`config.mk`:
```
export PLATFORM = sky130hd
export DESIGN_NAME = mem_access_unit
export DESIGN_NICKNAME = d
export VERILOG_FILES = /design/src/rtl/mem_access_unit.sv
export SDC_FILE = /design/constraint.sdc
export NUM_CORES = 1
export LEC_CHECK = 0
export ABC_AREA = 0
export ABC_CLOCK_PERIOD_IN_PS = 3750
export CORE_AREA = 2 2 164 166
export CTS_CLUSTER_DIAMETER = 40
export CTS_CLUSTER_SIZE = 24
export DETAILED_ROUTE_END_ITERATION = 6
export DIE_AREA = 0 0 166 168
export SLEW_MARGIN = 5
export SYNTH_ARGS = -nofsm -noshare
export SYNTH_HDL_FRONTEND = slang
export SYNTH_SLANG_ARGS = --single-unit
```
`constraint.sdc`:
```
create_clock -name clk -period 3.75 [get_ports clk]
set_clock_uncertainty 0.15 [all_clocks]
set_input_delay 0.375 -clock clk [delete_from_list [all_inputs] [get_ports clk]]
set_output_delay 0.375 -clock clk [all_outputs]
set_load 0.02 [all_outputs]
```
`src/rtl/mem_access_unit.sv`:
```
// MEM-stage load/store engine: issues data-bus accesses, aligns/extends load data, forms the MEM/WB bundle.
// Latency: non-memory ops pass through in the same cycle; memory ops stall until the bus completes, then present one DONE cycle.
module mem_access_unit #(
    parameter int WORD    = 32,
    parameter int REG_LOG = 5
) (
    input  logic                   clk,
    input  logic                   rst,
    input  logic                   ex_valid,
    input  logic [WORD-1:0]        ex_pc,
    input  logic [WORD-1:0]        ex_inst,
    input  logic [7:0]             ex_ctrl,
    input  logic [REG_LOG*3-1:0]   ex_rs,
    input  logic [WORD-1:0]        ex_cal_res,
    input  logic [WORD-1:0]        ex_st_data,
    input  logic [3:0]             ex_mem_op,
    input  logic                   flush,
    output logic                   dbus_req,
    output logic                   dbus_we,
    output logic [WORD-1:0]        dbus_addr,
    output logic [3:0]             dbus_wstrb,
    output logic [WORD-1:0]        dbus_wdata,
    input  logic                   dbus_gnt,
    input  logic                   dbus_rvalid,
    input  logic [WORD-1:0]        dbus_rdata,
    output logic                   mem_stall,
    output logic                   mem_ale,
    output logic                   wb_valid,
    output logic [WORD-1:0]        wb_pc,
    output logic [WORD-1:0]        wb_inst,
    output logic [7:0]             wb_ctrl,
    output logic [REG_LOG*3-1:0]   wb_rs,
    output logic [WORD-1:0]        wb_cal_res,
    output logic [WORD-1:0]        wb_data
);

    localparam logic [2:0] IDLE  = 3'd0;
    localparam logic [2:0] REQ   = 3'd1;
    localparam logic [2:0] WAIT  = 3'd2;
    localparam logic [2:0] DONE  = 3'd3;
    localparam logic [2:0] DRAIN = 3'd4;

    logic [2:0]      state, state_nxt;
    logic [WORD-1:0] ld_data;
    logic            is_load, is_store, ld_uns, sz_b, sz_h, sz_w;
    logic            mem_op, misaligned, go, capture;
    logic [1:0]      a;
    logic [7:0]      byte_sel;
    logic [15:0]     half_sel;
    logic [WORD-1:0] ld_ext;

    always_comb begin
        is_load  = 1'b0;
        is_store = 1'b0;
        ld_uns   = 1'b0;
        sz_b     = 1'b0;
        sz_h     = 1'b0;
        sz_w     = 1'b0;
        case (ex_mem_op)
            4'd1: begin is_load = 1'b1; sz_b = 1'b1; end
            4'd2: begin is_load = 1'b1; sz_h = 1'b1; end
            4'd3: begin is_load = 1'b1; sz_w = 1'b1; end
            4'd4: begin is_load = 1'b1; sz_b = 1'b1; ld_uns = 1'b1; end
            4'd5: begin is_load = 1'b1; sz_h = 1'b1; ld_uns = 1'b1; end
            4'd6: begin is_store = 1'b1; sz_b = 1'b1; end
            4'd7: begin is_store = 1'b1; sz_h = 1'b1; end
            4'd8: begin is_store = 1'b1; sz_w = 1'b1; end
            default: ;
        endcase
    end

    assign a          = ex_cal_res[1:0];
    assign mem_op     = is_load | is_store;
    assign misaligned = (sz_h & a[0]) | (sz_w & (|a));
    assign go         = ex_valid & ~flush & mem_op & ~misaligned;

    assign byte_sel = dbus_rdata[{a, 3'b000} +: 8];
    assign half_sel = dbus_rdata[{a[1], 4'b0000} +: 16];
    assign ld_ext   = sz_b ? {{(WORD-8){~ld_uns & byte_sel[7]}}, byte_sel} :
                      sz_h ? {{(WORD-16){~ld_uns & half_sel[15]}}, half_sel} :
                             dbus_rdata;

    // A flushed load still owes us one rvalid; DRAIN swallows it unless it has already arrived.
    always_comb begin
        state_nxt = state;
        capture   = 1'b0;
        case (state)
            IDLE:  if (go) state_nxt = REQ;
            REQ: begin
                if (dbus_gnt) begin
                    if (flush)
                        state_nxt = (is_store | dbus_rvalid) ? IDLE : DRAIN;
                    else if (is_store)
                        state_nxt = DONE;
                    else if (dbus_rvalid) begin
                        state_nxt = DONE;
                        capture   = 1'b1;
                    end else
                        state_nxt = WAIT;
                end else if (flush)
                    state_nxt = IDLE;
            end
            WAIT: begin
                if (flush)
                    state_nxt = dbus_rvalid ? IDLE : DRAIN;
                else if (dbus_rvalid) begin
                    state_nxt = DONE;
                    capture   = 1'b1;
                end
            end
            DRAIN: if (dbus_rvalid) state_nxt = IDLE;
            DONE:  state_nxt = IDLE;
            default: state_nxt = IDLE;
        endcase
    end

    always_ff @(posedge clk or negedge rst) begin
        if (!rst) begin
            state   <= IDLE;
            ld_data <= '0;
        end else begin
            state <= state_nxt;
            if (state == IDLE && go)
                ld_data <= '0;
            else if (capture)
                ld_data <= ld_ext;
        end
    end

    assign dbus_req   = rst & (state == REQ);
    assign dbus_we    = is_store;
    assign dbus_addr  = {ex_cal_res[WORD-1:2], 2'b00};
    assign dbus_wstrb = sz_w ? 4'b1111 :
                        sz_h ? (a[1] ? 4'b1100 : 4'b0011) :
                        sz_b ? (4'b0001 << a) : 4'b0000;
    assign dbus_wdata = sz_b ? {(WORD/8){ex_st_data[7:0]}} :
                        sz_h ? {(WORD/16){ex_st_data[15:0]}} : ex_st_data;

    assign mem_stall = rst & ((state == REQ) | (state == WAIT) | (state == DRAIN) |
                              ((state == IDLE) & go));
    assign mem_ale   = rst & (state == IDLE) & ex_valid & mem_op & misaligned;
    assign wb_valid  = rst & (((state == IDLE) & ex_valid & ~flush & ~(mem_op & ~misaligned)) |
                              ((state == DONE) & ~flush));
    assign wb_data   = (state == DONE) ? ld_data : '0;

    assign wb_pc      = ex_pc;
    assign wb_inst    = ex_inst;
    assign wb_ctrl    = ex_ctrl;
    assign wb_rs      = ex_rs;
    assign wb_cal_res = ex_cal_res;

endmodule
```
==> results.ini, run 1 <==
[pwr]
power_density_nw_per_um2 = 284
irDropWorstVdd_mv = 0.130
power_mw = 1.41
p_leak_nw = 2.00

[setup_path]
crit_family = buffers and inverters
slowest_delay_ns = 0.68
reg2reg_from = state[0]$_DFFE_PN0P_
critPathKind = in -> out
cp_slowest_cell = clkdlybuf4s50_1
reg2regPathDepth = 6
r2r-end = ld_data[12]$_DFFE_PN0P_
reg2reg_slack_ns = 1.63
end_kind = output pin
cp.buffers_inverters = 4
critPathLaunch = ex_mem_op[0]
critPathRequiredTime_ns = 3.22
cp-start-kind = input port
cp_data_arrival_time_ns = 2.98
cp_cell_sequence = clkdlybuf4s50_1, buf_4, or3b_1, a21oi_1, buf_4, nand2_1, o21ai_0, clkdlybuf4s50_1
worstPathMaxFanout = 16

[routing]
drc_errors = 0
vias = 3604
drtIter0Drc = 132
vias_per_cell = 4.21
firstDrtPassIters = 5
wl_per_cell_um = 20.6
drt_wl_total_mm = 17.6
final_antenna_net_count = 0

[flow_run]
drv_cap = 0

[clock_tree]
numClockSinks = 35
cts.htree.levels = 2
clock-root-buffer = clkbuf_16
clock_path_buffers = 2
clock_latency_ns = 0.28
cts_tree = yes
post_cts_resized = 0
cts_made_buffers = 5
clk_pin_slew_ns = 0.06

[sta]
max_freq_ghz = 0.285
max_slew_margin_pct = 42.8
tightest_slew_ns = 0.857
hold_viol = 0
rsz0062_at_grt = no
setup_tns_ns = 0
fin_ws_ns = 0.247
setup_violations = 0
min_period_ns = 3.50
slew_violations = 0
min_period_over_period_pct = 93.4

[cells_and_area]
final_cell_area_um2 = 4960
fillCellCount = 2930
area_growth_pct = 19.3
drive_gt1_share_pct = 8.91
num_antenna_cells = 0
final_nets = 708

[yosys]
synth-seq-cells = 35
yosys_warnings = 0
ys_types = 52
async_flop_share_pct = 100
synth_cells = 531
seq_area_frac_synth_pct = 21.1
synth_area_um2 = 4160
avgSynthCellArea_um2 = 7.83
synthFlopType = dfrtp_1
synth_edf_count = 0

[placement]
place_congestion = 0.848
io_buffers = 150
placed_cell_area_um2 = 4810
dpl.hpwl_mm = 14.8
pre_cts_slack_ns = 0.260

[floorplan]
initial_core_util_pct = 15.8
die_h_um = 168
io_pins = 417
coreArea_um2 = 26400
dieArea_um2 = 27900
rows = 60
die_w_um = 166

[global_routing]
gr-total-overflow = 0
grt_pass1_wl_mm = 25.3
grt_max_degree = 34
antenna_found_initial = 0
track_usage_pct = 12.1
grt_pass1_vias = 3727

[status]
outcome = complete, no violations

[min_path]
hp-class = in -> async

-- placed cells by master, fill, tap and decap left out, types with 7 or more instances in the layout --
| cell type | count |
|---|---|
| a21oi_1 | 28 |
| a22oi_1 | 8 |
| and3_1 | 33 |
| buf_4 | 19 |
| clkdlybuf4s50_1 | 149 |
| dfrtp_1 | 35 |
| inv_1 | 8 |
| mux2_2 | 8 |
| mux2i_1 | 15 |
| nand2_1 | 63 |
| nand3b_1 | 9 |
| nor2_1 | 13 |
| o2111ai_1 | 8 |
| o211ai_1 | 7 |
| o21ai_0 | 37 |
| o22ai_1 | 17 |
-- worst register-to-register path, delay by kind of cell (launching register included) --
kind            cells  cell delay [ns]
flops               1             0.56
simple gates        2             0.51
buf+inv             1             0.30
compound gates      3             0.53
-- state kept, by name (all words and copies together), names as in the netlist --
| name | count |
|---|---|
| state | 3 |
| ld_data | 32 |
-- what timing repair did --
| action | CTS | global route |
|---|---|---|
| buffers inserted | 0 | 0 |
| hold endpoints to repair | 3 | 0 |
| hold buffers | 1 | 0 |
-- metrics by stage --
stage / cells / utilization, % / hold WS (ns)
finish: 857 / 18.8 / 0.336
global placement: 848 / 18.3 / 0.0846
detailed placement: 848 / 18.3 / 0.0778
global route: 857 / 18.8 / 0.360
CTS: 857 / 18.8 / 0.332
floorplan: 532 / - / -0.0706
-- cell usage after synthesis, types with 3 or more instances --
cell       count  area (µm²)
nor2_1        13        48.8
buf_4        166        1250
o211ai_1       7        52.6
buf_6          7        78.8
nand2b_1       5        31.3
o22ai_1       17         106
o21ai_0       37         185
mux2_2         8        90.1
nand2_1       63         236
clkbuf_1      11        41.3
a21oi_1       28         140
o2111ai_1      8        70.1
a22oi_1        8        60.1
nand3b_1       9        67.6
a21o_1         3        22.5
mux2i_1       15         150
buf_2         10        50.1
and3_1        33         206
dfrtp_1       35         876
nor2b_1        3        18.8
inv_1          8        30.0
-- cells by family (layout without fill, tap and decap cells) --
family	after synthesis	in the layout	share of synthesized area, %
and+or+nand+nor	139	139	17.5
muxes	24	24	6.32
AOI/OAI and AO/OA	129	129	20.0
other	1	2	0.0901
DFF	35	35	21.1
xor gates and xnor gates	1	1	0.211
buffers and inverters	202	186	34.8
-- final cells by class --
class	instances	area [µm²]	area share, %
multi-input cells	295	1840	37.1
repair buffers	170	1650	33.2
flip-flops and latches	35	876	17.6
well taps	341	427	8.59
clock buffers	6	129	2.60
inverters	8	30.0	0.605
clock inverters	2	12.5	0.252
-- layer usage --
metal | up-vias | part of all wire, % | global-route usage, %
met5 | - | 0 | 0
met4 | 0 | 4.4 | 5.67
met3 | 39 | 9.6 | 4.84
met2 | 248 | 53 | 23.0
met1 | 1671 | 33 | 11.4
li1 | 1646 | - | -
-- power by group --
part | total (mW) | internal, mW | switching, mW
clock network | 0.402 | 0.245 | 0.157
registers | 0.499 | 0.457 | 0.0414
logic | 0.508 | 0.243 | 0.265
-- worst max-delay path by stage --
stage                     endpoint  slack [ns]  depth (start not counted)
floorplan           dbus_wdata[24]        1.45                          5
global placement    dbus_wdata[24]        0.28                          8
detailed placement  dbus_wdata[24]        0.26                          8
CTS                 dbus_wdata[24]        0.25                          8
global route        dbus_wdata[24]        0.13                          8
finish              dbus_wdata[24]        0.25                          8
Note: power is estimated with default switching activity, not from simulation.
==> inputs of run 2 (changes only) <==
--- a/config.mk
+++ b/config.mk
@@ -16,3 +16,4 @@
 export SYNTH_ARGS = -nofsm -noshare
 export SYNTH_HDL_FRONTEND = slang
 export SYNTH_SLANG_ARGS = --single-unit
+export TNS_END_PERCENT = 5
==> results of run 2 <==
Same layout as run 1: the final DEF is identical, and so are final timing and power.
